## src/rtl/imem_loader.sv

```systemverilog
// Boot loader: assembles big-endian 32-bit words from a byte stream and writes them to imem.
// Optional trailer checksum verification when IMEM_LOADER_CHECKSUM_EN is defined.
module imem_loader #(
    parameter int unsigned ADDR_W = 11,
    parameter int unsigned DEPTH  = 2048,
    parameter int unsigned CNT_W  = 12
) (
    input  logic              clk,
    input  logic              rst_n,
    input  logic              start_i,
    input  logic [CNT_W-1:0]  word_count_i,
    input  logic              byte_valid_i,
    input  logic [7:0]        byte_data_i,
    output logic              byte_ready_o,
    output logic              imem_we_o,
    output logic [ADDR_W-1:0] imem_waddr_o,
    output logic [31:0]       imem_wdata_o,
    output logic              busy_o,
    output logic              done_o,
    output logic              err_size_o,
    output logic              cpu_hold_o,
    output logic              checksum_err_o
);

    typedef enum logic [1:0] {StIdle, StRecv, StWrite, StFin} state_e;

    state_e           state_q, state_d;
    logic [1:0]       byte_cnt_q, byte_cnt_d;
    logic [CNT_W-1:0] word_idx_q, word_idx_d;
    logic [CNT_W-1:0] count_q, count_d;
    logic [31:0]      asm_q, asm_d;
    logic             err_size_q, err_size_d;
    logic             cpu_hold_q, cpu_hold_d;
    logic             cksum_ok;
`ifdef IMEM_LOADER_CHECKSUM_EN
    logic [31:0]      sum_q, sum_d;
    logic             trailer_q, trailer_d;
    logic             cksum_err_q, cksum_err_d;
`endif

    always_comb begin
        state_d    = state_q;
        byte_cnt_d = byte_cnt_q;
        word_idx_d = word_idx_q;
        count_d    = count_q;
        asm_d      = asm_q;
        err_size_d = err_size_q;
        cpu_hold_d = cpu_hold_q;
        cksum_ok   = 1'b1;
`ifdef IMEM_LOADER_CHECKSUM_EN
        sum_d       = sum_q;
        trailer_d   = trailer_q;
        cksum_err_d = cksum_err_q;
        // Only consulted in StFin, where asm_q holds the received trailer.
        cksum_ok    = (asm_q == sum_q);
`endif
        unique case (state_q)
            StIdle: begin
                if (start_i) begin
                    if (word_count_i > CNT_W'(DEPTH)) begin
                        err_size_d = 1'b1;
                    end else begin
                        count_d    = word_count_i;
                        byte_cnt_d = '0;
                        word_idx_d = '0;
                        asm_d      = '0;
                        err_size_d = 1'b0;
                        cpu_hold_d = 1'b1;
`ifdef IMEM_LOADER_CHECKSUM_EN
                        sum_d       = '0;
                        cksum_err_d = 1'b0;
                        trailer_d   = (word_count_i == '0);
                        state_d     = StRecv;
`else
                        state_d     = (word_count_i == '0) ? StFin : StRecv;
`endif
                    end
                end
            end
            StRecv: begin
                if (byte_valid_i) begin
                    asm_d      = {asm_q[23:0], byte_data_i};
                    byte_cnt_d = byte_cnt_q + 2'd1;
                    if (byte_cnt_q == 2'd3) begin
`ifdef IMEM_LOADER_CHECKSUM_EN
                        state_d = trailer_q ? StFin : StWrite;
`else
                        state_d = StWrite;
`endif
                    end
                end
            end
            StWrite: begin
                byte_cnt_d = '0;
`ifdef IMEM_LOADER_CHECKSUM_EN
                sum_d = sum_q + asm_q;
`endif
                if (word_idx_q + CNT_W'(1) == count_q) begin
`ifdef IMEM_LOADER_CHECKSUM_EN
                    trailer_d = 1'b1;
                    state_d   = StRecv;
`else
                    state_d   = StFin;
`endif
                end else begin
                    word_idx_d = word_idx_q + CNT_W'(1);
                    state_d    = StRecv;
                end
            end
            StFin: begin
                state_d = StIdle;
                if (cksum_ok) begin
                    cpu_hold_d = 1'b0;
                end
`ifdef IMEM_LOADER_CHECKSUM_EN
                else begin
                    cksum_err_d = 1'b1;
                end
`endif
            end
        endcase
    end

    always_ff @(posedge clk or negedge rst_n) begin
        if (!rst_n) begin
            state_q    <= StIdle;
            byte_cnt_q <= '0;
            word_idx_q <= '0;
            count_q    <= '0;
            asm_q      <= '0;
            err_size_q <= 1'b0;
            cpu_hold_q <= 1'b1;
`ifdef IMEM_LOADER_CHECKSUM_EN
            sum_q       <= '0;
            trailer_q   <= 1'b0;
            cksum_err_q <= 1'b0;
`endif
        end else begin
            state_q    <= state_d;
            byte_cnt_q <= byte_cnt_d;
            word_idx_q <= word_idx_d;
            count_q    <= count_d;
            asm_q      <= asm_d;
            err_size_q <= err_size_d;
            cpu_hold_q <= cpu_hold_d;
`ifdef IMEM_LOADER_CHECKSUM_EN
            sum_q       <= sum_d;
            trailer_q   <= trailer_d;
            cksum_err_q <= cksum_err_d;
`endif
        end
    end

    assign byte_ready_o = (state_q == StRecv);
    assign imem_we_o    = (state_q == StWrite);
    assign imem_waddr_o = word_idx_q[ADDR_W-1:0];
    assign imem_wdata_o = asm_q;
    assign busy_o       = (state_q == StRecv) || (state_q == StWrite);
    assign done_o       = (state_q == StFin) && cksum_ok;
    assign err_size_o   = err_size_q;
    // Drop the hold in the completion cycle itself, not one cycle later.
    assign cpu_hold_o   = cpu_hold_q && !done_o;
`ifdef IMEM_LOADER_CHECKSUM_EN
    assign checksum_err_o = cksum_err_q;
`else
    assign checksum_err_o = 1'b0;
`endif

endmodule

```

## config.mk

```make
export PLATFORM = sky130hd
export DESIGN_NAME = imem_loader
export DESIGN_NICKNAME = d
export VERILOG_FILES = /design/src/rtl/imem_loader.sv
export SDC_FILE = /design/constraint.sdc
export NUM_CORES = 1
export LEC_CHECK = 0
export BUFFER_PORTS_ARGS = -buffer_cell sky130_fd_sc_hd__buf_2
export CORE_ASPECT_RATIO = 0.9
export CORE_MARGIN = 3
export CORE_UTILIZATION = 58
export CTS_CLUSTER_DIAMETER = 200
export DETAILED_ROUTE_END_ITERATION = 10
export GPL_TIMING_DRIVEN = 0
export PLACE_DENSITY = 0.85
export REMOVE_ABC_BUFFERS = 1
export SLEW_MARGIN = 0
export SYNTH_ARGS = -nofsm -noshare
export SYNTH_HDL_FRONTEND = slang
export SYNTH_SLANG_ARGS = --single-unit
```

## constraint.sdc

```tcl
create_clock -name clk -period 7.15 [get_ports clk]
set_input_delay 0.3575 -clock clk [delete_from_list [all_inputs] [get_ports clk]]
set_output_delay 0.3575 -clock clk [all_outputs]
set_load 0.01 [all_outputs]
```

## Yosys cells after proc, flatten, opt, wreduce, memory -nomap -nowiden

Cells that the tools add are included.

- Register bits: 62
- Output and inout bits: 50

- Multiplexer cells: 23
- Bitwise gates (word level): 1
- Magnitude comparators: 1
- $add $sub $neg: 2
- Reduce and logical (&&, ||, !) cells: 16
- Eq/ne operators: 10

Operators with widths:

| kind | count |
|---|---|
| 2-to-1 mux 32 bit | 3 |
| case mux 32 bit (2 select lines) | 1 |
| 2-to-1 mux 12 bit | 3 |
| case mux 12 bit (2 select lines) | 1 |
| 2-to-1 mux 2 bit | 9 |
| AND reduction 4 bit | 4 |
| adder 12 x 1 -> 12 bit, second input constant | 1 |
| == test 12 bit | 1 |
| > comparator 12 bit, second input constant | 1 |
| zero test 12 bit | 1 |
| inequality test 2 bit, second input constant | 4 |
| case mux 2 bit (4 select lines) | 1 |
| == test 2 bit, second input constant | 3 |
| case mux 2 bit (3 select lines) | 1 |
| AND reduction 3 bit | 2 |
| nonzero test 2 bit | 3 |
| 2-to-1 mux 1 bit | 3 |
| nonzero test 3 bit | 1 |
| adder 2 x 1 -> 2 bit, second input constant | 1 |
| == test 2 x 1 -> 1 bit, second input constant | 1 |
| zero test 2 bit | 1 |
| inequality test 2 x 1 -> 1 bit, second input constant | 1 |
| case mux 1 bit (2 select lines) | 1 |
| AND reduction 2 bit | 1 |
| 4 further kinds | 4 |

## Depth between registers and ports, before layout

Gate-level depths: netlist of run 1.

- Depth in word-level cells: 5
- Gate-level depth with buffers: 10

## Worst setup path before layout of run 1

No wires, ideal clock.

- Path kind: reg-to-reg
- From: register word_idx_q[0]
- To: register word_idx_q[8]
- Clock period less this slack: 2.278 ns
- Library setup time: 0.120 ns
- Path buffers: 0
- Data arrival time: 2.158 ns
- Stages on the path, launching flop included: 9
- Setup slack: 4.872 ns
- Cells stage by stage: dfrtp_1 > ha_1 > xor2_1 > nor3_1 > o211ai_1 > nor4_4 > a21oi_2 > mux2_4 > a31o_1

- Cells in the longest elaborated chain, start to end: 4
- Elaborated cells between the ends (all ways): 6
- Those cells by class: 1 x add/sub; 2 x eq/ne; 2 x mux; 1 x reduce/logical

Ends and longest elaborated chain:

| element | line | source |
|---|---|---|
| start: declaration | 29 | `logic [CNT_W-1:0] word_idx_q, word_idx_d;` |
| start signal: assignment | 141 | `word_idx_q <= word_idx_d;` |
| adder 12 x 1 -> 12 bit (*) | 98, 106 |  |
| == test 12 bit | 98 | `if (word_idx_q + CNT_W'(1) == count_q) begin` |
| inequality test 2 bit (no source line) | - |  |
| AND reduction 4 bit (no source line) | - |  |

Mark *: on every way between the ends. The rest lies on a longest branch, timed or not. The select of a mux whose other input is x is not followed.
A chain may end at the register's enable or synchronous reset.

## Final worst setup path of run 1

- From: register state_q[0]
- To: register word_idx_q[8]

- Cells in the longest elaborated chain, start to end: 3
- Elaborated cells between the ends (all ways): 8
- Those cells by class: 4 x eq/ne; 1 x mux; 3 x reduce/logical

Ends and longest elaborated chain:

| element | line | source |
|---|---|---|
| start: declaration | 27 | `state_e state_q, state_d;` |
| start signal: assignment | 126 | `state_q <= StIdle;` |
| start signal: assignment | 139 | `state_q <= state_d;` |
| == test 2 bit / zero test 2 bit (equally long branches) | 57 | `unique case (state_q)` |
| inequality test 2 bit (no source line) / nonzero test 2 bit (equally long branches) | - |  |
| AND reduction 4 bit (no source line) | - |  |

Several ways; a longest one is shown, not always the timed one.

==> results.py, run 1 <==
metrics = {
    "status": {
        "status": "completed",
    },
    "floorplanning": {
        "die-area_mm2": 0.00636,
        "start_util_pct": 62.5,
        "ios": 74,
        "dieHeight_um": 76.0,
        "row_count": 24,
        "die_width_um": 83.8,
        "core_mm2": 0.00504,
    },
    "yosys": {
        "synth.most_common_cell": "dfrtp_1",
        "synth_cell_types": 49,
        "syn_inst": 284,
        "avgSynthCellArea_um2": 11.1,
        "synth.cell_area_mm2": 0.00316,
        "ys_seq_elements": 62,
        "yosysTopAreaCell": "dfrtp_1",
        "synthArstFlopShare_pct": 100,
        "ys_warn_count": 0,
        "synth_edf_count": 0,
        "synth_ff_type": "dfrtp_1",
        "yosysTopAreaCellShare_pct": 48.4,
        "synth_commonest_cells": "61 x dfrtp_1, 34 x a22o_1, 17 x nand2_1",
        "seq_area_frac_synth_pct": 49.2,
        "ys_top_cells_by_area": "dfrtp_1 48%, a22o_1 9.4%, mux2_2 4.3%, buf_4 3.6%, ha_1 2.4%",
    },
    "detailed_routing": {
        "postRouteAntennaNets": 0,
        "wl_per_cell_um": 17.3,
        "wl_mm": 7.06,
        "drcViolationCount": 0,
        "num_vias": 2441,
        "drt_iter0_markers": 201,
        "firstDrtPassIters": 4,
        "vias_per_cell": 5.98,
    },
    "global_route": {
        "grt_pass1_wl_mm": 12.1,
        "grt_pass1_vias": 2418,
        "grt_start_max_net_pins": 63,
        "grt_overflow": 0,
        "antenna_found_initial": 0,
        "grt_use_total_pct": 23.8,
    },
    "clock_tree": {
        "numCtsBuffers": 9,
        "clockBufferDepth": 2,
        "path_clk_slew_ns": 0.07,
        "post_cts.repair.setup_buffers": 0,
        "cts_tree": "yes",
        "cts_resized": 0,
        "root_buffer": "clkbuf_8",
        "h-tree-depth": 3,
        "clkLatencyLatePin_ns": 0.35,
        "cts_hold_buf": 0,
        "clock-sinks": 62,
    },
    "power_and_ir_drop": {
        "power_density_mw_per_mm2": 392,
        "power.leakage_nw": 1.80,
        "peakVddDrop_uv": 245,
    },
    "place": {
        "dp_hpwl_mm": 4.88,
        "gp_congestion": 0.874,
        "numPortBuffers": 72,
        "placed_area_mm2": 0.00342,
    },
    "worst_hold_path": {
        "hold_class": "input port to asynchronous set/reset pin",
    },
    "sta": {
        "setup_viol": 0,
        "tightest_slew_ns": 1.17,
        "hold_viol": 0,
        "fin_crit_ns": 3.02,
        "maxSlewViolCount": 0,
        "max_freq_ghz": 0.331,
        "grt_setup_unrepaired": "false",
        "fin_worst_skew_ns": 0.00902,
        "min_period_over_period_pct": 42.2,
        "tns_ns": 0,
        "slew_headroom_pct": 22.2,
    },
    "setup_path": {
        "cp_data_required_time_ns": 7.39,
        "cp-start-kind": "flop",
        "crit_type": "flop to flop",
        "arrival_ns": 3.26,
        "cp-end-kind": "flop",
        "crit_fanout": 17,
    },
    "final_layout": {
        "nFillCells": 365,
        "drive_gt1_share_pct": 31.5,
        "n_antenna_cell": 0,
        "fin_nets": 368,
        "syn_to_final_growth_pct": 16.5,
        "finish.instance_area_mm2": 0.00368,
    },
    "run": {
        "drv_cap": 0,
    },
}
## report_power, final
part           internal (mW)  switching [mW]  leakage [nW]
logic                  0.215           0.296         0.850
clock network          0.237           0.154         0.127
registers              0.448          0.0911         0.826
total                  0.900           0.541          1.80
## kinds of logic (layout without fill, tap and decap cells)
kind of cell	Yosys count	after routing	share of synthesized area, %
compound gates	82	82	20.7
simple gates	65	65	10.9
flops	62	62	49.2
buf+inv	35	94	6.23
mux	19	19	6.66
xor+xnor	14	14	3.89
fa+ha+maj	6	6	2.38
other cells	1	1	0.119
## routing by layer
layer,wire length [um],GRT usage (%),up-vias
met5,0,0,-
met4,136,8.36,0
met3,554,7.89,15
met2,3490,37.3,88
met1,2880,31.2,1186
li1,-,-,1152
## cells in the final DEF, fill, tap and decap left out, types with 2 or more instances in the layout
master     synthesis  routed
a21boi_0           2       2
a21oi_1            6       6
a22o_1            34      34
a32o_1             4       4
and3_1             6       6
buf_2              7      71
bufinv_16          0       3
clkbuf_8           0       9
dfrtp_1           61      61
ha_1               6       6
inv_1              6       6
inv_6              0       3
mux2_2            12      12
mux2i_1            6       6
nand2_1           17      17
nand3_1           12      12
nand4_1            4       4
nor2_1             8       8
nor2b_1            2       2
nor3_1             6       6
nor4_1             2       2
o211ai_1           2       2
o21a_1             3       3
o21ai_0           14      14
o22a_1             2       2
o2bb2ai_1          2       2
or3_1              3       3
xnor2_1            8       8
xor2_1             6       6
## state kept, by name, indices dropped and copies added (netlist names)
name / flops
cpu_hold_q: 1
err_size_o: 1
count_q: 12
state_q: 2
imem_wdata_o: 32
byte_cnt_q: 2
word_idx_q: 12
## worst paths after layout
check	startpoint	end	slack (ns)	cells past startpoint
worst min-delay path	rst_n	count_q[5]$_DFFE_PN0P_	0.06	1
min in group clk	byte_data_i[2]	imem_wdata_o[2]$_DFFE_PN0P_	0.21	2
worst min register to register	imem_wdata_o[26]$_DFFE_PN0P_	imem_wdata_o[26]$_DFFE_PN0P_	0.51	1
worst max register to register	state_q[0]$_DFFE_PN0P_	word_idx_q[8]$_DFFE_PN0P_	4.13	9
worst max-delay path	state_q[0]$_DFFE_PN0P_	word_idx_q[8]$_DFFE_PN0P_	4.13	9
max in group asynchronous	rst_n	imem_wdata_o[21]$_DFFE_PN0P_	6.58	1
## layout make-up
type / count / area [um2] / share of cell area [%]
sequential: 62 / 1550 / 42.2
multi-input combinational: 187 / 1410 / 38.2
timing repair buffer: 72 / 363 / 9.87
clock inverter: 7 / 128 / 3.47
clock buffer: 9 / 124 / 3.37
tap: 65 / 81.3 / 2.21
inverter: 6 / 22.5 / 0.612
## per-stage QoR
| stage | util [%] | setup WS [ns] | cells | power, mW | hold slack (ns) |
|---|---|---|---|---|---|
| floorplan | - | 4.62 | 255 | 0.875 | 0.0619 |
| global placement | 67.9 | 4.23 | 392 | 1.02 | 0.466 |
| detailed placement | 67.9 | 4.16 | 392 | 1.05 | 0.485 |
| CTS | 72.8 | 4.14 | 408 | 1.45 | 0.202 |
| global route | 72.9 | 3.82 | 408 | 1.54 | 0.133 |
| finish | 72.9 | 4.13 | 408 | 1.44 | 0.0627 |
## critical path, stage by stage (launching register included)
cell and delay, ns:
dfrtp_1 0.41, inv_1 0.11, ha_1 0.50, inv_1 0.30
nor3_1 0.24, o211ai_1 0.17, nor4_4 0.35, a21oi_2 0.27
mux2_4 0.36, a31o_1 0.19
No activity file was read; power rests on OpenSTA's default activity.
==> run 2, diff against run 1 <==
--- a/config.mk
+++ b/config.mk
@@ -8,11 +8,11 @@
 export BUFFER_PORTS_ARGS = -buffer_cell sky130_fd_sc_hd__buf_2
 export CORE_ASPECT_RATIO = 0.9
 export CORE_MARGIN = 3
-export CORE_UTILIZATION = 58
+export CORE_UTILIZATION = 54
 export CTS_CLUSTER_DIAMETER = 200
 export DETAILED_ROUTE_END_ITERATION = 10
 export GPL_TIMING_DRIVEN = 0
-export PLACE_DENSITY = 0.85
+export PLACE_DENSITY = 0.8
 export REMOVE_ABC_BUFFERS = 1
 export SLEW_MARGIN = 0
 export SYNTH_ARGS = -nofsm -noshare
==> constraint.sdc (replaced) <==
create_clock -name clk -period 3 [get_ports clk]
set_input_delay 0.15 -clock clk [delete_from_list [all_inputs] [get_ports clk]]
set_output_delay 0.15 -clock clk [all_outputs]
set_load 0.01 [all_outputs]
==> run 2 against run 1 <==
Compared with the run above: cell area shrank 0.68%; non-clock buffer count grew 1; first-iteration DRC count shrank 1.0%; critical path type unchanged.
==> results.py, run 2 (same netlist as run 1, synthesis figures left out) <==
metrics = {
    "power_and_ir_drop": {
        "peakVddDrop_uv": 614,
        "power_density_mw_per_mm2": 894,
        "power.leakage_nw": 1.78,
    },
    "setup_path": {
        "worstReg2RegEnd": "word_idx_q[8]$_DFFE_PN0P_",
        "max_stage_delay_ns": 0.41,
        "arrival_ns": 3.01,
        "startpoint": "state_q[0]$_DFFE_PN0P_",
        "cp-start-kind": "flop",
        "cp_data_required_time_ns": 3.22,
        "r2r_slack_ns": 0.22,
        "crit_buf_inv": 2,
        "cp-end-kind": "flop",
        "crit_top_cell": "inv_1",
        "r2r_start": "state_q[0]$_DFFE_PN0P_",
        "crit_type": "flop to flop",
        "cp_cell_sequence": "inv_1 -> ha_2 -> inv_1 -> nor3_1 -> o211ai_1 -> nor4_4 -> a21oi_4 -> mux2_4 -> a31o_1",
        "crit_fanout": 17,
        "critPathTopFamily": "simple AND/OR/NAND/NOR gates",
        "worstRegToRegCells": 9,
        "crit_path_top_delay_cell": "nor4_4",
        "path_depth": 9,
    },
    "status": {
        "status": "completed",
    },
    "sta": {
        "tightest_slew_ns": 1.28,
        "tns_ns": 0,
        "max_freq_ghz": 0.359,
        "setup_viol": 0,
        "fin_worst_skew_ns": 0.00815,
        "maxSlewViolCount": 0,
        "hold_viol": 0,
        "slew_headroom_pct": 14.9,
        "grt_setup_unrepaired": "false",
        "fin_crit_ns": 2.78,
        "min_period_over_period_pct": 92.7,
    },
    "detailed_routing": {
        "firstDrtPassIters": 4,
        "drcViolationCount": 0,
        "wl_mm": 6.72,
        "num_vias": 2396,
        "wl_per_cell_um": 16.4,
        "vias_per_cell": 5.84,
        "drt_iter0_markers": 199,
        "postRouteAntennaNets": 0,
    },
    "floorplanning": {
        "ios": 74,
        "row_count": 25,
        "dieHeight_um": 78.5,
        "core_mm2": 0.00544,
        "start_util_pct": 58.0,
        "die_width_um": 86.6,
        "die-area_mm2": 0.00680,
    },
    "final_layout": {
        "layout_common_cells": "71 x buf_2, 61 x dfrtp_1, 34 x a22o_1",
        "drive_gt1_share_pct": 30.9,
        "nFillCells": 445,
        "layout_commonest_cell": "buf_2",
        "final_core_util_pct": 67.1,
        "syn_to_final_growth_pct": 15.7,
        "multi_input_area_mm2": 0.00142,
        "fin_nets": 369,
        "largest_reg_flops": 32,
        "n_antenna_cell": 0,
        "register_area_mm2": 0.00155,
    },
    "global_route": {
        "grt_start_max_net_pins": 63,
        "grt_pass1_vias": 2355,
        "grt_use_total_pct": 21.9,
        "antenna_found_initial": 0,
        "grt_pass1_wl_mm": 11.8,
        "grt_overflow": 0,
    },
    "place": {
        "numPortBuffers": 72,
        "gp_congestion": 0.847,
        "dp_hpwl_mm": 4.71,
    },
    "worst_hold_path": {
        "hold_path.startpoint": "byte_data_i[6]",
        "hold_depth": 2,
        "min_to": "imem_wdata_o[6]$_DFFE_PN0P_",
        "hold_class": "input port to flop",
    },
    "clock_tree": {
        "root_buffer": "clkbuf_8",
        "path_clk_slew_ns": 0.06,
        "h-tree-depth": 3,
        "numCtsBuffers": 9,
        "clock-sinks": 62,
        "clkLatencyLatePin_ns": 0.34,
        "cts_tree": "yes",
        "clockBufferDepth": 2,
    },
    "run": {
        "drv_cap": 0,
    },
}
==> run 2: changes by cell type in the layout (fill, tap and decap cells not counted), sizes merged <==
| cell | previous run | this run |
|---|---|---|
| bufinv | 3 | 2 |
| inv | 10 | 6 |
| dlygate4sd3 | 0 | 1 |
| clkinvlp | 0 | 1 |
| clkbuf | 9 | 11 |
| clkinv | 0 | 1 |
==> run 2: timing repair <==
item / in CTS / in global routing
resized for setup: 1 / 1
pin swaps: 0 / 0
hold buffers: 0 / 1
endpoints found under the setup margin: 1 / 7
buffers inserted: 0 / 0
endpoints found under the hold margin: 0 / 61
==> run 2: worst max-delay path by stage <==
stage	slack, ns	to
2_1_floorplan	0.47	word_idx_q[8]$_DFFE_PN0P_
3_3_place_gp	0.02	word_idx_q[8]$_DFFE_PN0P_
3_5_place_dp	0.0001	word_idx_q[8]$_DFFE_PN0P_
4_1_cts	0.11	word_idx_q[5]$_DFFE_PN0P_
5_1_grt	0.03	imem_wdata_o[24]$_DFFE_PN0P_
6_report	0.22	word_idx_q[8]$_DFFE_PN0P_
==> run 2: cell type report <==
type,instances,area share (%)
Sequential cell,62,42.5
Multi-Input combinational cell,187,38.8
Timing Repair Buffer,73,10.2
Clock buffer,11,3.60
Tap cell,67,2.30
Clock inverter,4,1.99
Inverter,6,0.617
==> run 2: power by group <==
group	switching, mW	internal (mW)	leakage [nW]
Sequential	0.205	1.07	0.826
Combinational	0.704	0.519	0.854
Clock	0.307	0.462	0.0994
Total	1.22	2.05	1.78
==> run 2: worst reg2reg max path: cells and delay by family (launching register included) <==
family                   cells  cell delay, ns
multiplexers                 1            0.34
adder cells (fa/ha/maj)      1            0.38
AO/OA/AOI/OAI                3            0.56
flip-flops                   1            0.40
buffers and inverters        2            0.35
AND/OR/NAND/NOR              2            0.66
==> run 2: layer usage <==
metal	up-vias	track usage [%]	wire length, um
li1	1152	-	-
met5	-	0	0
met1	1167	31.7	3160
met4	0	7.32	112
met3	10	4.51	324
met2	67	32.7	3120
==> run 2: stage by stage <==
step | instances | total power [mW] | hold slack (ns) | cell area (um2) | setup slack [ns]
floorplan | 255 | 2.09 | -0.146 | 2980 | 0.466
global placement | 394 | 2.45 | 0.367 | 3430 | 0.0190
detailed placement | 394 | 2.49 | 0.373 | 3430 | 0.000112
CTS | 409 | 3.28 | 0.0194 | 3630 | 0.114
finish | 410 | 3.27 | 0.0313 | 3650 | 0.218
global route | 410 | 3.52 | 0.0232 | 3650 | 0.0296
